## src/rtl/frog_collision_tracker.sv

```systemverilog
// Frog/car collision detection plus lives, score, grace period and level-up
// bookkeeping; drives the lane direction pattern back to the movement block.
module frog_collision_tracker #(
    parameter int unsigned TILE_SIZE        = 32,
    parameter int unsigned c_NB_CARS        = 4,
    parameter int unsigned NUM_BITS         = 4,
    parameter int unsigned c_FIRST_LANE_ROW = 2,
    parameter int unsigned c_GOAL_ROW       = 0,
    parameter int unsigned c_LIVES          = 3,
    parameter int unsigned c_GRACE_CYCLES   = 25_000_000
) (
    input  logic                i_Clk,
    input  logic                i_Reset,
    input  logic [9:0]          i_Car_X_0,
    input  logic [9:0]          i_Car_X_1,
    input  logic [9:0]          i_Car_X_2,
    input  logic [9:0]          i_Car_X_3,
    input  logic [9:0]          i_Frog_X,
    input  logic [3:0]          i_Frog_Row,
    input  logic                i_Restart,
    output logic                o_Hit,
    output logic                o_Level_Up,
    output logic [1:0]          o_Lives,
    output logic [6:0]          o_Score,
    output logic                o_Game_Over,
    output logic [NUM_BITS-1:0] o_Reverse
);

    localparam int unsigned IDX_W     = 2;
    localparam int unsigned SUM_W     = 11;
    localparam int unsigned GRACE_W   = (c_GRACE_CYCLES > 1) ? $clog2(c_GRACE_CYCLES) : 1;
    localparam logic [7:0]  LFSR_SEED = 8'hA5;
    localparam logic [6:0]  SCORE_MAX = 7'd127;

    typedef enum logic [1:0] {
        ST_PLAY,
        ST_GRACE,
        ST_OVER
    } state_t;

    state_t               state_q, state_d;
    logic [IDX_W-1:0]     idx_q, idx_d;
    logic [GRACE_W-1:0]   grace_q, grace_d;
    logic [7:0]           lfsr_q, lfsr_d;
    logic                 goal_prev_q, goal_prev_d;
    logic                 hit_q, hit_d;
    logic                 level_up_q, level_up_d;
    logic [1:0]           lives_q, lives_d;
    logic [6:0]           score_q, score_d;
    logic                 game_over_q, game_over_d;
    logic [NUM_BITS-1:0]  reverse_q, reverse_d;

    logic [9:0]           car_x_c;
    logic [3:0]           lane_row_c;
    logic                 overlap_c;
    logic                 goal_now_c;
    logic                 goal_rise_c;
    logic [7:0]           lfsr_step_c;
    logic [IDX_W-1:0]     idx_next_c;

    // Select the car under test this cycle.
    always_comb begin
        car_x_c = i_Car_X_0;
        case (idx_q)
            2'd1:    car_x_c = i_Car_X_1;
            2'd2:    car_x_c = i_Car_X_2;
            2'd3:    car_x_c = i_Car_X_3;
            default: car_x_c = i_Car_X_0;
        endcase
    end

    // Strict overlap in 11 bits so X + TILE_SIZE never wraps; touching edges miss.
    always_comb begin
        lane_row_c = 4'(c_FIRST_LANE_ROW) + 4'(idx_q);
        overlap_c  = (i_Frog_Row == lane_row_c)
                  && ({1'b0, i_Frog_X} < ({1'b0, car_x_c} + SUM_W'(TILE_SIZE)))
                  && ({1'b0, car_x_c} < ({1'b0, i_Frog_X} + SUM_W'(TILE_SIZE)));
        goal_now_c  = (i_Frog_Row == 4'(c_GOAL_ROW));
        goal_rise_c = goal_now_c & ~goal_prev_q;
        lfsr_step_c = {lfsr_q[6:0], ~(lfsr_q[7] ^ lfsr_q[5] ^ lfsr_q[4] ^ lfsr_q[3])};
        idx_next_c  = (idx_q == IDX_W'(c_NB_CARS - 1)) ? '0 : idx_q + IDX_W'(1);
    end

    // Next-state and output computation.
    always_comb begin
        state_d     = state_q;
        idx_d       = idx_next_c;
        grace_d     = grace_q;
        lfsr_d      = lfsr_q;
        goal_prev_d = goal_now_c;
        hit_d       = 1'b0;
        level_up_d  = 1'b0;
        lives_d     = lives_q;
        score_d     = score_q;
        reverse_d   = reverse_q;

        case (state_q)
            ST_PLAY: begin
                if (overlap_c) begin
                    hit_d = 1'b1;
                    if (lives_q <= 2'd1) begin
                        lives_d = 2'd0;
                        state_d = ST_OVER;
                    end else begin
                        lives_d = lives_q - 2'd1;
                        grace_d = GRACE_W'(c_GRACE_CYCLES - 1);
                        state_d = ST_GRACE;
                    end
                end
            end
            ST_GRACE: begin
                if (grace_q == '0) begin
                    state_d = ST_PLAY;
                end else begin
                    grace_d = grace_q - GRACE_W'(1);
                end
            end
            ST_OVER: begin
                if (i_Restart) begin
                    state_d   = ST_PLAY;
                    lives_d   = 2'(c_LIVES);
                    score_d   = '0;
                    lfsr_d    = LFSR_SEED;
                    reverse_d = '0;
                    idx_d     = '0;
                end
            end
            default: state_d = ST_PLAY;
        endcase

        // Goal handling is independent of hit handling in the same cycle.
        if ((state_q != ST_OVER) && goal_rise_c) begin
            level_up_d = 1'b1;
            score_d    = (score_q == SCORE_MAX) ? score_q : score_q + 7'd1;
            lfsr_d     = lfsr_step_c;
            reverse_d  = lfsr_step_c[NUM_BITS-1:0];
        end

        game_over_d = (state_d == ST_OVER);
    end

    always_ff @(posedge i_Clk) begin
        if (i_Reset) begin
            state_q     <= ST_PLAY;
            idx_q       <= '0;
            grace_q     <= '0;
            lfsr_q      <= LFSR_SEED;
            goal_prev_q <= 1'b1;
            hit_q       <= 1'b0;
            level_up_q  <= 1'b0;
            lives_q     <= 2'(c_LIVES);
            score_q     <= '0;
            game_over_q <= 1'b0;
            reverse_q   <= '0;
        end else begin
            state_q     <= state_d;
            idx_q       <= idx_d;
            grace_q     <= grace_d;
            lfsr_q      <= lfsr_d;
            goal_prev_q <= goal_prev_d;
            hit_q       <= hit_d;
            level_up_q  <= level_up_d;
            lives_q     <= lives_d;
            score_q     <= score_d;
            game_over_q <= game_over_d;
            reverse_q   <= reverse_d;
        end
    end

    assign o_Hit       = hit_q;
    assign o_Level_Up  = level_up_q;
    assign o_Lives     = lives_q;
    assign o_Score     = score_q;
    assign o_Game_Over = game_over_q;
    assign o_Reverse   = reverse_q;

endmodule

```

## config.mk

```make
export PLATFORM = sky130hd
export DESIGN_NAME = frog_collision_tracker
export DESIGN_NICKNAME = d
export VERILOG_FILES = /design/src/rtl/frog_collision_tracker.sv
export SDC_FILE = /design/constraint.sdc
export NUM_CORES = 1
export LEC_CHECK = 0
export ABC_AREA = 1
export BUFFER_PORTS_ARGS = -buffer_cell sky130_fd_sc_hd__buf_2
export CORE_ASPECT_RATIO = 0.9
export CORE_UTILIZATION = 35
export CTS_BUF_LIST = sky130_fd_sc_hd__clkbuf_4
export CTS_CLUSTER_DIAMETER = 200
export DETAILED_ROUTE_END_ITERATION = 10
export HOLD_SLACK_MARGIN = 0.05
export PLACE_DENSITY = 0.55
export SLEW_MARGIN = 40
export SYNTH_ARGS = -nofsm -noshare
export SYNTH_HDL_FRONTEND = slang
export SYNTH_SLANG_ARGS = --single-unit
```

## constraint.sdc

```tcl
create_clock -name i_Clk -period 7.26 [get_ports i_Clk]
set_input_delay 0.363 -clock i_Clk [delete_from_list [all_inputs] [get_ports i_Clk]]
set_output_delay 0.363 -clock i_Clk [all_outputs]
set_load 0.005 [all_outputs]
```

# ---- Yosys cells after proc, flatten, opt, wreduce, memory -nomap -nowiden
# Cells that the tools add are included.
dict set report word_totals {
  regBits 54
  input_bits 57
}
dict set report op_classes {
  n_addsub 7
  n_bitwise 7
  n_eq_ne 14
  muxes 29
  order_cmp 3
  reduce_logical 15
}
# cell n
set op_table {}
lappend op_table {{2-to-1 mux 25 bit} 3}
lappend op_table {{case mux 25 bit (2 select lines)} 1}
lappend op_table {{case mux 10 bit (3 select lines)} 1}
lappend op_table {{2-to-1 mux 7 bit} 4}
lappend op_table {{logical NOT 25 bit} 1}
lappend op_table {{subtractor 25 x 1 -> 25 bit, second input constant} 1}
lappend op_table {{2-to-1 mux 8 bit} 3}
lappend op_table {{adder 10 x 6 -> 11 bit, second input constant} 2}
lappend op_table {{less-than comparator 10 x 11 -> 1 bit} 2}
lappend op_table {{2-to-1 mux 2 bit} 10}
lappend op_table {{2-to-1 mux 4 bit} 3}
lappend op_table {{!= test 2 bit, second input constant} 6}
lappend op_table {{== test 2 bit, second input constant} 4}
lappend op_table {{nonzero test 2 bit} 4}
lappend op_table {{adder 7 x 1 -> 7 bit, second input constant} 1}
lappend op_table {{== test 7 bit, second input constant} 1}
lappend op_table {{case mux 2 bit (3 select lines)} 1}
lappend op_table {{AND reduction 3 bit} 2}
lappend op_table {{== test 2 x 1 -> 1 bit, second input constant} 2}
lappend op_table {{== test 4 x 3 -> 1 bit} 1}
lappend op_table {{logical NOT 4 bit} 1}
lappend op_table {{case mux 2 bit (2 select lines)} 1}
lappend op_table {{AND reduction 4 bit} 1}
lappend op_table {{adder 2 x 2 -> 3 bit, first input constant} 1}
lappend op_table {{11 further kinds} 18}

# ---- Longest topological paths before layout
# Gate-level depths: netlist of run 1.
dict set report depth {
  depth_word 9
  ltp_mapped 20
  ltp_nobuf 18
}

# ---- Worst setup path after synthesis of run 1
# OpenSTA, ideal clock, no wires.
dict set report synth_path {
  path_kind {register -> register}
  start {reg idx_q[1]}
  end {reg grace_q[17]}
  slack_ns 4.566
  t_arrival_ns 2.579
  setup_ns 0.115
  stages_incl_launch_ff 19
  path_cell_list {dfxtp_1 -> inv_1 -> ha_1 -> buf_4 -> nand2_1 -> nand2_1 -> nor2_1 -> nor2_4 -> ha_1 -> inv_1 -> ha_1 -> a21oi_1 -> o21a_1 -> o21ai_0 -> nand2_1 -> nand3_4 -> buf_4 -> a21oi_1 -> nor2_1}
}
dict set report synth_via {
  elab_chain_len 8
  elab_cells_between_ends 13
}
# item line_no
set synth_rtl {}
lappend synth_rtl {{start, declared} 42} ;# logic [IDX_W-1:0] idx_q, idx_d;
lappend synth_rtl {{start signal, assigned} 157} ;# idx_q <= idx_d;
lappend synth_rtl {{== test 2 bit / == test 2 x 1 -> 1 bit (equally long branches)} 64} ;# case (idx_q)
lappend synth_rtl {{case mux 10 bit (3 select lines)} 64}
lappend synth_rtl {{adder 10 x 6 -> 11 bit} 76} ;# && ({1'b0, i_Frog_X} < ({1'b0, car_x_c} + SUM_W'(TILE_SIZE)))
lappend synth_rtl {{less-than comparator 10 x 11 -> 1 bit} 76}
lappend synth_rtl {{logical AND 1 bit} 76}
lappend synth_rtl {{logical AND 1 bit *} 77} ;# && ({1'b0, car_x_c} < ({1'b0, i_Frog_X} + SUM_W'(TILE_SIZE)));
lappend synth_rtl {{!= test 2 bit (no line) *} --}
lappend synth_rtl {{AND reduction 4 bit (no line) *} --}
lappend synth_rtl {{end signal, assigned} 158} ;# grace_q <= grace_d;
lappend synth_rtl {{end, declared} 43} ;# logic [GRACE_W-1:0] grace_q, grace_d;
# Every way passes the cells marked *; elsewhere a longest branch is shown, timed or not.
# A chain may end at the register's enable or synchronous reset.

# ---- Worst setup path in the final report of run 1
dict set report layout_path {
  start {reg idx_q[0]}
  end {reg grace_q[11]}
}
# The elaborated chain is that of the path after synthesis.

==> impl_metrics.tcl, run 1 <==
set metrics [dict create \
    vias 3778 \
    fin_crit_sh 0.473 \
    met1_length_um 4660 \
    clock_latency_ps 380 \
    async_flop_share 0 \
    wl_per_cell_um 11.7 \
    ant_nets 0 \
    wl_met2_um 4080 \
    avgSynthCellArea_um2 6.52 \
    cts.clk_slew.worst_paths_ps 170 \
    whs_path_depth 2 \
    finClkSkew_ps 13.9 \
    core_mm2 0.0105 \
    p_per_area_mw_per_mm2 208 \
    worst_slew_pin_slew_ps 578 \
    dieArea_mm2 0.0114 \
    crit_arrival_ps 3730 \
    initial_utilization 0.367 \
    ios 73 \
    synth.distinct_cells 39 \
    rows 35 \
    syn_nets 671 \
    hold_violations 0 \
    postSynthCellCount 589 \
    grt_pass1_wl_um 15400 \
    run_status "finished clean" \
    layout_min_cycle_time_ps 3430 \
    required_ps 7560 \
    hold_path_end "o_Reverse[2]$_SDFFE_PP0P_" \
    startpoint_type "register" \
    totalWireLength_um 9080 \
    cts_buffers 5 \
    gp_congestion 0.848 \
    min_path_type "in2reg" \
    drc 0 \
    cts-resized-gates 0 \
    crit_type "reg2reg" \
    drt_iter0_markers 183 \
    rsz0062_at_grt "false" \
    synth-edff-count 0 \
    netlist_area_mm2 0.00384 \
    cts.path.max_buffers 2 \
    endpoint_kind "register" \
    preCtsSetupSlack_ps 3830 \
    via_per_inst 4.85 \
    dp_hpwl_um 6780 \
    drt-pass1-iter-count 4 \
    r2r_slack_ps 3830 \
    area_growth_pct 12.2 \
    max_slew_margin 0.614 \
    htreeDepth 2 \
    io_buffers 72 \
    worst_slack_ps 3830 \
    setup_viol 0 \
    slew_violations 0 \
    synth-seq-cells 52 \
    final.setup.tns_ps 0 \
    grt_start_max_net_pins 42 \
    min_from "i_Reset" \
    yosysSeqAreaShare 0.271 \
    hold_ws_ps 305 \
    grt_pass1_vias 3435 \
    reg2reg_depth 16 \
    die_w_um 112 \
    regToRegEndpoint "grace_q[11]$_SDFFE_PP0P_" \
    yosys_most_used_dff "dfxtp_1" \
    die_h_um 101 \
    vdd_ir_drop_max_uv 105 \
    r2r-start "idx_q[0]$_SDFF_PP0_" \
    wl_met3_um 263 \
    numClockSinks 52 \
    postCtsSetupRepairBufs 0 \
    drive_above_1_share 0.175 \
    grt_antenna_before_repair 0 \
    fillers 1142 \
    leakage_uw 0.00241 \
    cts_hold_buffers 0 \
    grt_overflow 0 \
    critPathMaxFanout 40 \
    tritoncts "done" \
    root_buffer "clkbuf_4" \
    max_freq_ghz 0.291 \
    diodes 0 \
    final_nets 731 \
    grt_use_total 0.162 \
    routed.top_layer "met4" \
    ys_warn_count 0 \
    drv_cap 0 \
]
==> registers in the layout, summed over array words and instances, names as in the netlist <==
| register | flops |
|---|---|
| goal_prev_q | 1 |
| grace_q | 25 |
| idx_q | 2 |
| lfsr_q | 8 |
| o_Game_Over | 1 |
| o_Hit | 1 |
| o_Level_Up | 1 |
| o_Lives | 2 |
| o_Reverse | 2 |
| o_Score | 7 |
| state_q | 2 |
==> cell usage in the layout, fill, tap and decap left out, types with 6 or more instances in the layout <==
cell     count
o21ai_0     26
o22ai_1      6
nand4_1      9
xor2_1       8
buf_2       72
nand2_1    120
dfxtp_1     52
a21oi_1     50
nand3_2     15
inv_1       92
nor2_1      72
nand3_1     40
ha_1        25
nor3_1       7
==> critical path: stages, from the launching register on <==
cell and delay, ps:
dfxtp_1 440, inv_1 90, ha_1 250, inv_2 250
nand2_1 90, nor2_1 190, nor2_4 60, ha_1 270
inv_1 40, ha_1 300, a21oi_1 160, o21a_1 130
o21ai_0 80, nand2_1 170, nand3_4 450, a21oi_1 300
nor2_1 60
==> cell usage after synthesis (all sizes together) (2+ instances only) <==
library cell,instances,area [um2]
a21oi,51,267
a22o,5,43.8
buf,16,114
clkbuf,4,15.0
dfxtp,52,1040
ha,25,313
inv,96,360
nand2,122,463
nand3,56,368
nand3b,2,15.0
nand4,9,56.3
nor2,80,333
nor3,8,45.0
nor4,2,12.5
o211ai,2,15.0
o21a,3,22.5
o21ai,29,145
o22ai,6,37.5
xnor2,5,43.8
xor2,8,70.1
==> stage by stage <==
stage               area, um2  total power [uW]   util  std cells
finish                   4310               895  0.411        779
global route             4310               981  0.411        779
CTS                      4300               903  0.411        779
detailed placement       4240               756  0.405        771
global placement         4240               750  0.405        771
floorplan                3840               661      -        589
==> worst max path at each step <==
stage	start	end	slack, ps	cells after the start
finish	idx_q[0]$_SDFF_PP0_	grace_q[11]$_SDFFE_PP0P_	3830	16
global route	idx_q[1]$_SDFF_PP0_	grace_q[8]$_SDFFE_PP0P_	3440	16
CTS	idx_q[0]$_SDFF_PP0_	grace_q[5]$_SDFFE_PP0P_	3790	16
detailed placement	idx_q[0]$_SDFF_PP0_	grace_q[5]$_SDFFE_PP0P_	3830	16
global placement	idx_q[0]$_SDFF_PP0_	grace_q[21]$_SDFFE_PP0P_	3960	16
floorplan	idx_q[1]$_SDFF_PP0_	grace_q[17]$_SDFFE_PP0P_	4570	18
==> layer usage <==
metal / up-vias / GRT usage
met5: - / 0
met4: 0 / 0.0338
met3: 6 / 0.0209
met2: 58 / 0.281
met1: 1701 / 0.217
li1: 2013 / -
==> where the power goes <==
part           switching (uW)  leakage [uW]  internal [uW]
logic                     274       0.00195            151
clock network             103     0.0000358           40.6
registers                18.9      0.000422            307
==> logic make-up after synthesis <==
group,share of synthesized area
and+or+nand+nor,0.340
buffers and inverters,0.127
AOI/OAI and AO/OA,0.150
DFF,0.271
adders and majority gates,0.0815
xor gates and xnor gates,0.0297
==> final cells by class <==
| type | instances | area [um2] | share of cell area |
|---|---|---|---|
| Clock inverter | 3 | 26.3 | 0.00610 |
| Inverter | 96 | 360 | 0.0837 |
| Tap cell | 129 | 161 | 0.0375 |
| Sequential cell | 52 | 1040 | 0.242 |
| Clock buffer | 5 | 37.5 | 0.00872 |
| Multi-Input combinational cell | 421 | 2310 | 0.537 |
| Timing Repair Buffer | 73 | 368 | 0.0854 |
No activity file was read; power rests on OpenSTA's default activity.
==> run 2, diff against run 1 <==
--- a/config.mk
+++ b/config.mk
@@ -5,7 +5,7 @@
 export SDC_FILE = /design/constraint.sdc
 export NUM_CORES = 1
 export LEC_CHECK = 0
-export ABC_AREA = 1
+export ABC_AREA = 0
 export BUFFER_PORTS_ARGS = -buffer_cell sky130_fd_sc_hd__buf_2
 export CORE_ASPECT_RATIO = 0.9
 export CORE_UTILIZATION = 35
@@ -13,7 +13,7 @@
 export CTS_CLUSTER_DIAMETER = 200
 export DETAILED_ROUTE_END_ITERATION = 10
 export HOLD_SLACK_MARGIN = 0.05
-export PLACE_DENSITY = 0.55
+export PLACE_DENSITY = 0.57
 export SLEW_MARGIN = 40
 export SYNTH_ARGS = -nofsm -noshare
 export SYNTH_HDL_FRONTEND = slang
==> constraint.sdc (replaced) <==
create_clock -name i_Clk -period 3.1 [get_ports i_Clk]
set_input_delay 0.155 -clock i_Clk [delete_from_list [all_inputs] [get_ports i_Clk]]
set_output_delay 0.155 -clock i_Clk [all_outputs]
set_load 0.005 [all_outputs]
==> run 2 against run 1 <==
Sequential share of layout area fell by 1.4 points. The run now ends with negative setup slack left. Die area fell by 11%. Via count fell by 7.8%. Largest cell class unchanged. Wire length rose by 6.5%. Power rose by 120%. Register-to-register slack got worse by 4100 ps. Critical path depth fell by 2. Clock power rose by 140%. Final area rose by 7.1%. Final cell count fell by 18%. Largest power group unchanged. Core utilization rose by 8.5 points. Non-clock buffer count rose by 45.
==> impl_metrics.tcl, run 2 <==
set metrics [dict create \
    cp-startpoint "idx_q[0]$_SDFF_PP0_" \
    area_growth_pct 34.8 \
    cts.path.max_buffers 2 \
    yosys_most_used_dff "dfxtp_1" \
    min_path_type "in2reg" \
    yosysSeqAreaShare 0.304 \
    gp_congestion 0.875 \
    regToRegEndpoint "grace_q[19]$_SDFFE_PP0P_" \
    rsz0062_at_grt "true" \
    total_power_uw 2000 \
    r2r-start "idx_q[0]$_SDFF_PP0_" \
    yosys-top-cells-count "dfxtp_1, inv_1, nor2_1" \
    yosysMostFrequentCell "dfxtp_1" \
    core_mm2 0.00929 \
    slew_violations 0 \
    critical_path.cell_chain "inv_4 > ha_4 > buf_4 > a22oi_2 > nand2_1 > mux2_4 > ha_4 > a2111o_1 > o211ai_1 > a211oi_2 > a2bb2oi_2 > o31a_1 > buf_6 > a2111oi_4" \
    grt_overflow 0 \
    startpoint_type "register" \
    layout_min_cycle_time_ps 3380 \
    netlist_area_mm2 0.00342 \
    netlist.area_leader.share 0.304 \
    leakage_uw 0.00195 \
    vias 3482 \
    required_ps 3400 \
    setup_viol 31 \
    synth-edff-count 0 \
    drc 0 \
    cpMostUsedCell "ha_4" \
    root_buffer "clkbuf_4" \
    critPathMaxFanout 7 \
    final_nets 600 \
    diodes 0 \
    dieArea_mm2 0.0102 \
    top_register "grace_q" \
    grt_pass1_vias 3330 \
    avgSynthCellArea_um2 8.23 \
    fin_area_mm2 0.00461 \
    synth.distinct_cells 62 \
    totalWireLength_um 9670 \
    ant_nets 0 \
    initial_utilization 0.368 \
    yosys.area.top_type "dfxtp_1" \
    drive_above_1_share 0.345 \
    largest_register_ffs 25 \
    max_slew_margin 0.471 \
    htreeDepth 2 \
    hold_ws_ps 88.4 \
    grt_pass1_wl_um 16000 \
    synth-seq-cells 52 \
    fillers 886 \
    fin_cells 641 \
    failed_checks "negative setup slack" \
    crit_slowest_cell "dfxtp_4" \
    endpoint_kind "register" \
    cts_buffers 5 \
    run_status "finished with violations" \
    cts_hold_buffers 0 \
    vdd_ir_drop_max_uv 221 \
    place_area_mm2 0.00410 \
    layout_common_cells "buf_2, dfxtp_1, buf_4" \
    rows 33 \
    drv_cap 0 \
    via_per_inst 5.43 \
    grt_start_max_net_pins 37 \
    finClkSkew_ps 15.0 \
    utilization 0.496 \
    ios 73 \
    synthTopCellsByArea "dfxtp_1, ha_1, a21oi_1" \
    hold_violations 0 \
    numClockSinks 52 \
    dp_hpwl_um 6990 \
    grt_use_total 0.195 \
    die_h_um 95.8 \
    postSynthCellCount 416 \
    worst_slack_ps -281 \
    drt-pass1-iter-count 5 \
    place_inst 614 \
    drt_iter0_markers 253 \
    crit_cells 14 \
    worst_slew_pin_slew_ps 793 \
    syn_nets 498 \
    max_freq_ghz 0.296 \
    async_flop_share 0 \
    die_w_um 106 \
    crit_arrival_ps 3680 \
    cp_slowest_stage_delay_ps 440 \
    io_buffers 72 \
    wl_per_cell_um 15.1 \
    clock_latency_ps 390 \
    r2r_slack_ps -280 \
    crit_family "compound AO/OA/AOI/OAI gates" \
    critPathBufInv 3 \
    crit_type "reg2reg" \
    final_common_cell "buf_2" \
    reg2reg_depth 14 \
    tritoncts "done" \
    fin_crit_sh 1.09 \
    p_per_area_mw_per_mm2 433 \
    grt_antenna_before_repair 0 \
    ys_warn_count 0 \
    endpoint "grace_q[19]$_SDFFE_PP0P_" \
    cts.clk_slew.worst_paths_ps 170 \
]
[run 2: logic make-up after synthesis]
kind of cell               Yosys count  share of synthesized area
buffers and inverters               58                     0.0717
AOI/OAI and AO/OA                  103                      0.223
xor gates and xnor gates            21                     0.0537
DFF                                 52                      0.304
muxes                               12                     0.0369
and+or+nand+nor                    145                      0.219
adders and majority gates           25                     0.0914
[run 2: repair_timing]
action | 4_1_cts | 5_1_grt
buffers inserted | 17 | 2
endpoints found under the setup margin | 31 | 31
pin swaps | 32 | 1
gates resized for setup | 52 | 3
gates cloned | 1 | 0
[run 2: stage by stage]
step	TNS, ps	worst slack [ps]
2_1_floorplan	-3590	-237
3_3_place_gp	-5920	-320
3_5_place_dp	-10460	-453
4_1_cts	-4750	-271
5_1_grt	-11700	-457
6_report	-5860	-281
[run 2: final cells by class]
type,instances,area (um2),share of cell area
multi-input combinational,306,2470,0.536
sequential,52,1050,0.227
timing repair buffer,118,741,0.161
tap,122,153,0.0331
inverter,35,136,0.0296
clock buffer,5,37.5,0.00814
clock inverter,3,26.3,0.00570
[run 2: report_power, final]
group	total (uW)	switching (uW)	internal, uW	leakage, uW
sequential	726	30.4	696	0.000422
combinational	930	482	448	0.00149
clock	342	245	96.9	0.0000376
[run 2: routing by layer]
metal,part of all wire,routed length (um),track usage,vias to the layer above
li1,-,-,-,1731
met1,0.49,4710,0.262,1666
met2,0.46,4450,0.326,71
met3,0.039,381,0.0298,14
met4,0.013,129,0.0532,0
met5,0,0,0,-
[run 2: worst min-delay path by stage]
stage	start	to	slack, ps	cells after the start
after global routing	i_Frog_Row[0]	goal_prev_q$_SDFF_PP1_	70	3
after CTS	i_Frog_Row[1]	goal_prev_q$_SDFF_PP1_	80	3
final	i_Frog_Row[1]	goal_prev_q$_SDFF_PP1_	90	3
after global placement	lfsr_q[0]$_SDFFE_PP1P_	lfsr_q[1]$_SDFFE_PP0P_	450	2
after detailed placement	lfsr_q[0]$_SDFFE_PP1P_	lfsr_q[1]$_SDFFE_PP0P_	450	2
after floorplan	i_Frog_Row[3]	goal_prev_q$_SDFF_PP1_	360	2
[run 2: worst reg2reg max path, stage by stage, from the launching register on]
cell and delay (ps):
dfxtp_4 440, inv_4 50, ha_4 180, buf_4 140, a22oi_2 120, nand2_1 80, mux2_4 310, ha_4 230
a2111o_1 430, o211ai_1 210, a211oi_2 80, a2bb2oi_2 160, o31a_1 380, buf_6 170, a2111oi_4 320
